===== src/rtl/fetch_unit_if.sv =====
// Fetch-stage bus: instruction-memory read handshake plus the IF/ID boundary
// (output register, stall and redirect inputs).
interface fetch_unit_if;
  logic        i_stall;
  logic        i_branch_taken;
  logic [31:0] i_branch_target;
  logic        i_jump;
  logic [31:0] i_jump_target;
  logic        o_imem_req;
  logic [31:0] o_imem_addr;
  logic        i_imem_ready;
  logic [31:0] i_imem_rdata;
  logic [31:0] o_pc;
  logic [31:0] o_instr;
  logic        o_valid;

  modport master (
    input  i_stall, i_branch_taken, i_branch_target, i_jump, i_jump_target,
    input  i_imem_ready, i_imem_rdata,
    output o_imem_req, o_imem_addr, o_pc, o_instr, o_valid
  );

  modport slave (
    output i_stall, i_branch_taken, i_branch_target, i_jump, i_jump_target,
    output i_imem_ready, i_imem_rdata,
    input  o_imem_req, o_imem_addr, o_pc, o_instr, o_valid
  );
endinterface


===== src/rtl/fetch_unit.sv =====
// Instruction-fetch stage: PC register, imem req/ready read, next-PC select
// (+4 / branch / jump) and the IF/ID output register with stall and flush.
module fetch_unit #(
  parameter logic [31:0] RESET_PC = 32'h0000_0000
) (
  input  logic        i_clk,
  input  logic        i_rst_n,
  fetch_unit_if.master bus
);

  typedef enum logic {S_BOOT = 1'b0, S_RUN = 1'b1} state_t;

  state_t      state_q, state_d;
  logic [31:0] pc_q, pc_d;
  logic [31:0] opc_q, opc_d;
  logic [31:0] instr_q, instr_d;
  logic        valid_q, valid_d;

  logic        accept;
  logic        redirect;
  logic [31:0] target;
  logic        req;
  logic        fire;

  // Branch comes from EX and is older than a jump decoded in ID, so it wins.
  always_comb begin
    redirect = bus.i_branch_taken | bus.i_jump;
    target   = bus.i_branch_taken ? bus.i_branch_target : bus.i_jump_target;
    target   = target & 32'hFFFF_FFFC;
    accept   = ~valid_q | ~bus.i_stall;
  end

  // FSM: state register
  always_ff @(posedge i_clk or negedge i_rst_n) begin
    if (!i_rst_n) state_q <= S_BOOT;
    else          state_q <= state_d;
  end

  // FSM: next state -- one boot cycle, then RUN until reset
  always_comb begin
    state_d = state_q;
    case (state_q)
      S_BOOT:  state_d = S_RUN;
      S_RUN:   state_d = S_RUN;
      default: state_d = S_BOOT;
    endcase
  end

  // FSM: outputs. Request is purely combinational so an async reset drops it at once.
  always_comb begin
    req  = 1'b0;
    if (state_q == S_RUN) req = accept & ~redirect;
    fire = req & bus.i_imem_ready;
  end

  // Datapath next-state. Redirect overrides stall and discards any returning word.
  always_comb begin
    pc_d    = pc_q;
    opc_d   = opc_q;
    instr_d = instr_q;
    valid_d = valid_q;
    if (redirect) begin
      pc_d    = target;
      valid_d = 1'b0;
    end else if (fire) begin
      pc_d    = pc_q + 32'd4;
      opc_d   = pc_q;
      instr_d = bus.i_imem_rdata;
      valid_d = 1'b1;
    end else if (accept) begin
      valid_d = 1'b0;
    end
  end

  always_ff @(posedge i_clk or negedge i_rst_n) begin
    if (!i_rst_n) begin
      pc_q    <= RESET_PC;
      opc_q   <= 32'h0;
      instr_q <= 32'h0;
      valid_q <= 1'b0;
    end else begin
      pc_q    <= pc_d;
      opc_q   <= opc_d;
      instr_q <= instr_d;
      valid_q <= valid_d;
    end
  end

  assign bus.o_imem_req  = req;
  assign bus.o_imem_addr = pc_q;
  assign bus.o_pc        = opc_q;
  assign bus.o_instr     = instr_q;
  assign bus.o_valid     = valid_q;

endmodule


===== src/flat_wrapper.sv =====
// flat-port wrapper written by rule: the top's interface ports become plain ports
module fetch_unit_flat 
#(
  parameter logic [31:0] RESET_PC = 32'h0000_0000
)
  (i_clk, i_rst_n, bus_i_stall, bus_i_branch_taken, bus_i_branch_target, bus_i_jump, bus_i_jump_target, bus_i_imem_ready, bus_i_imem_rdata, bus_o_imem_req, bus_o_imem_addr, bus_o_pc, bus_o_instr, bus_o_valid);
  fetch_unit_if bus_i ();
  input  logic i_clk;
  input  logic i_rst_n;
  input wire logic [$bits(bus_i.i_stall)-1:0] bus_i_stall;
  input wire logic [$bits(bus_i.i_branch_taken)-1:0] bus_i_branch_taken;
  input wire logic [$bits(bus_i.i_branch_target)-1:0] bus_i_branch_target;
  input wire logic [$bits(bus_i.i_jump)-1:0] bus_i_jump;
  input wire logic [$bits(bus_i.i_jump_target)-1:0] bus_i_jump_target;
  input wire logic [$bits(bus_i.i_imem_ready)-1:0] bus_i_imem_ready;
  input wire logic [$bits(bus_i.i_imem_rdata)-1:0] bus_i_imem_rdata;
  output wire logic [$bits(bus_i.o_imem_req)-1:0] bus_o_imem_req;
  output wire logic [$bits(bus_i.o_imem_addr)-1:0] bus_o_imem_addr;
  output wire logic [$bits(bus_i.o_pc)-1:0] bus_o_pc;
  output wire logic [$bits(bus_i.o_instr)-1:0] bus_o_instr;
  output wire logic [$bits(bus_i.o_valid)-1:0] bus_o_valid;
  assign bus_i.i_stall = bus_i_stall;
  assign bus_i.i_branch_taken = bus_i_branch_taken;
  assign bus_i.i_branch_target = bus_i_branch_target;
  assign bus_i.i_jump = bus_i_jump;
  assign bus_i.i_jump_target = bus_i_jump_target;
  assign bus_i.i_imem_ready = bus_i_imem_ready;
  assign bus_i.i_imem_rdata = bus_i_imem_rdata;
  assign bus_o_imem_req = bus_i.o_imem_req;
  assign bus_o_imem_addr = bus_i.o_imem_addr;
  assign bus_o_pc = bus_i.o_pc;
  assign bus_o_instr = bus_i.o_instr;
  assign bus_o_valid = bus_i.o_valid;
  fetch_unit #(.RESET_PC(RESET_PC)) u_core (.i_clk(i_clk), .i_rst_n(i_rst_n), .bus(bus_i));
endmodule

===== config.mk =====
export PLATFORM = sky130hd
export DESIGN_NAME = fetch_unit_flat
export DESIGN_NICKNAME = d
export VERILOG_FILES = /design/src/rtl/fetch_unit_if.sv /design/src/rtl/fetch_unit.sv /design/src/flat_wrapper.sv
export SDC_FILE = /design/constraint.sdc
export NUM_CORES = 1
export LEC_CHECK = 0
export ABC_CLOCK_PERIOD_IN_PS = 2700
export BUFFER_PORTS_ARGS = -buffer_cell sky130_fd_sc_hd__buf_2
export CELL_PAD_IN_SITES_DETAIL_PLACEMENT = 0
export CELL_PAD_IN_SITES_GLOBAL_PLACEMENT = 1
export CORE_ASPECT_RATIO = 0.5
export CORE_MARGIN = 10
export CORE_UTILIZATION = 38
export CTS_CLUSTER_DIAMETER = 150
export DETAILED_ROUTE_END_ITERATION = 16
export GPL_ROUTABILITY_DRIVEN = 0
export GPL_TIMING_DRIVEN = 0
export HOLD_SLACK_MARGIN = 0.06
export PLACE_DENSITY_LB_ADDON = 0.1
export REMOVE_ABC_BUFFERS = 1
export SLEW_MARGIN = 5
export SYNTH_ARGS = -nofsm -noshare
export SYNTH_HDL_FRONTEND = slang
export SYNTH_SLANG_ARGS = --single-unit

===== constraint.sdc =====
create_clock -name i_clk -period 2.7 [get_ports i_clk]
set_clock_uncertainty 0.1 [all_clocks]
set_input_delay 0.405 -clock i_clk [delete_from_list [all_inputs] [get_ports i_clk]]
set_output_delay 0.405 -clock i_clk [all_outputs]
set_load 0.03 [all_outputs]

==> flow_metrics.env <==
export IMPL_p_leak_nw=2.88
export IMPL_cp_required_ns=2.88
export IMPL_htreeDepth=3
export IMPL_synth_seq_cells=94
export IMPL_grt_pass1_wl_um=22700
export IMPL_fmax_mhz=399
export IMPL_end_kind="flop"
export IMPL_vias=3899
export IMPL_clk_latency_ns=0.34
export IMPL_rsz0062_at_grt="false"
export IMPL_place_ws_ns=-0.402
export IMPL_drc_errors=0
export IMPL_drt_iter0_markers=205
export IMPL_min_path_type="primary input to flop"
export IMPL_timing_hold_ws_ns=0.172
export IMPL_slowest_stage="or2_1"
export IMPL_synth_edf_count=0
export IMPL_area_growth_pct=32.3
export IMPL_hold_depth=3
export IMPL_worstPathMaxFanout=34
export IMPL_hold_end="u_core.bus.o_imem_addr[21]"
export IMPL_crit_reg2reg_launch="u_core.bus.o_imem_addr[8]"
export IMPL_finalCriticalPeriod_ns=2.51
export IMPL_ys_seq_area_share_pct=52.4
export IMPL_final_common_cell="buf_2"
export IMPL_hold_viol=0
export IMPL_setup_ws_ns=0.195
export IMPL_synthArstFlopShare_pct=100
export IMPL_die_w_um=174
export IMPL_place_area_mm2=0.00561
export IMPL_r2r_slack_ns=0.41
export IMPL_antenna_left=0
export IMPL_mostFrequentLayoutCells="190 x buf_2, 94 x dfrtp_1, 63 x mux2_2"
export IMPL_slew_violations=0
export IMPL_dieArea_mm2=0.0168
export IMPL_path_cells="buf_2, or2_1, or3_4, o221ai_2, a21oi_1, o2bb2a_2"
export IMPL_antenna_cells=0
export IMPL_core_area_mm2=0.0113
export IMPL_setup_viol=0
export IMPL_dp_cells=728
export IMPL_yosysWarnings=0
export IMPL_dpl_hpwl_um=10700
export IMPL_status="completed"
export IMPL_synth_cells=394
export IMPL_slew_headroom_pct=43.0
export IMPL_std_cell_rows=27
export IMPL_antenna_found_initial=0
export IMPL_grt_ovfl_total=0
export IMPL_critPathArrivalTime_ns=2.69
export IMPL_utilization_pct=52.7
export IMPL_synth_ff_type="dfrtp_1"
export IMPL_slowest_delay_ns=0.65
export IMPL_synthDistinctLibCells=49
export IMPL_ioPinCount=200
export IMPL_min_from="bus_i_branch_target[21]"
export IMPL_finalWirelength_um=14200
export IMPL_stdcell_count=745
export IMPL_viasPerCell=5.23
export IMPL_cts_buffers=9
export IMPL_grt_max_degree=67
export IMPL_nNetsFinal=685
export IMPL_tightest_slew_ns=0.848
export IMPL_drv_cap=0
export IMPL_start_util_pct=39.8
export IMPL_drive_above_1_share_pct=48.3
export IMPL_grt_pass1_vias=4020
export IMPL_cts_buffer_depth=2
export IMPL_portBuffers=191
export IMPL_clkTransAtPathRegs_ns=0.07
export IMPL_cts_sinks=94
export IMPL_dr_pass1_iters=5
export IMPL_max_vdd_ir_drop_mv=0.333
export IMPL_r2r_cells=5
export IMPL_die_h_um=96.9
export IMPL_syn_area_mm2=0.00449
export IMPL_cts_tree="yes"
export IMPL_post_route_cell_area_mm2=0.00594
export IMPL_fin_crit_sh_pct=92.8
export IMPL_crit_type="primary input to flop"
export IMPL_avgSynthCellArea_um2=11.4
export IMPL_wire_per_inst_um=19.1
export IMPL_timing_rr_end="u_core.bus.o_imem_addr[29]"
export IMPL_start_kind="primary input"
export IMPL_cts_root_buffer="clkbuf_16"
export IMPL_p_per_area_mw_per_mm2=776
export IMPL_grt_use_total_pct=16.5
==> cell families (layout without fill, tap and decap cells) <==
group / after synthesis / after routing / share of synthesized area (%)
compound gates: 101 / 101 / 14.8
xor+xnor: 6 / 6 / 1.17
fa+ha+maj: 1 / 1 / 0.278
buf+inv: 31 / 220 / 3.65
flops: 94 / 94 / 52.4
mux: 67 / 67 / 16.7
other cells: 2 / 5 / 0.167
simple gates: 92 / 92 / 10.9
==> worst max-delay path, delay by kind of cell <==
kind	cells	cell delay [ns]
and+or+nand+nor	2	1.20
AOI/OAI and AO/OA	3	0.51
buffers and inverters	1	0.54
==> registers in the layout, summed over array words and instances (netlist names) <==
name / flops
u_core.bus.o_instr: 32
u_core.bus.o_imem_addr: 30
u_core.bus.o_pc: 30
u_core.bus.o_valid: 1
u_core.state_q: 1
==> metrics by stage <==
step           power, mW  setup TNS (ns)
3_5_place_dp        3.30          -13.30
4_1_cts             4.68               0
2_1_floorplan       2.76           -4.43
6_report            4.61               0
5_1_grt             4.85               0
3_3_place_gp        3.26          -61.23
==> timing repair <==
action	in CTS	in global routing
setup buffers	0	1
pin swaps	0	1
hold buffers	1	0
setup endpoints to repair	7	12
gates resized for setup	1	0
hold endpoints to repair	28	0
==> where the power goes <==
group          internal (mW)  switching [mW]  total [mW]
Sequential              1.67           0.180        1.85
Clock                  0.814           0.550        1.36
Combinational          0.482           0.911        1.39
==> cell type report <==
type,instances,area [um^2]
fillers,1053,5340
flip-flops and latches,94,2350
multi-input cells,272,2000
repair buffers,197,1040
clock buffers,9,225
well taps,159,199
clock inverters,6,93.8
inverters,8,30.0
==> per-layer routing <==
layer  up-vias  GRT usage, %  part of all wire [%]
met1      1900          22.0                    46
met4         0          2.53                  0.20
li1       1843             -                     -
met3         2          6.00                   8.0
met2       154          25.4                    45
met5         -             0                     0
==> worst max-delay path by stage <==
| stage | cells after the start | startpoint | endpoint |
|---|---|---|---|
| 6_report | 6 | bus_i_branch_taken | u_core.bus.o_imem_addr[14] |
| 5_1_grt | 6 | bus_i_branch_taken | u_core.bus.o_imem_addr[14] |
| 4_1_cts | 6 | bus_i_branch_taken | u_core.bus.o_instr[26] |
| 3_5_place_dp | 5 | bus_i_branch_taken | u_core.bus.o_imem_addr[15] |
| 3_3_place_gp | 5 | bus_i_branch_taken | u_core.bus.o_imem_addr[26] |
| 2_1_floorplan | 4 | bus_i_jump | u_core.bus.o_imem_addr[26] |
==> Yosys cell counts (all sizes together), types with 2 or more instances <==
cell type | instances | share of area [%]
a21oi | 32 | 3.6
a22oi | 21 | 3.5
a2bb2oi | 7 | 1.4
a31oi | 3 | 0.42
a41o | 2 | 0.45
and2 | 3 | 0.42
and3 | 6 | 0.84
and4 | 2 | 0.39
buf | 14 | 2.2
clkbuf | 9 | 0.75
conb | 2 | 0.17
dfrtp | 94 | 52
inv | 8 | 0.67
mux2 | 63 | 16
mux2i | 4 | 0.89
nand2 | 30 | 2.5
nand3 | 15 | 1.7
nand4 | 11 | 1.5
nor2 | 11 | 0.92
nor3 | 4 | 0.56
nor4 | 4 | 1.0
o211ai | 2 | 0.33
o21ai | 16 | 1.8
o22ai | 2 | 0.28
o31ai | 6 | 1.0
o41ai | 2 | 0.39
xnor2 | 2 | 0.39
xor2 | 4 | 0.78
Note: power is estimated with default switching activity, not from simulation.
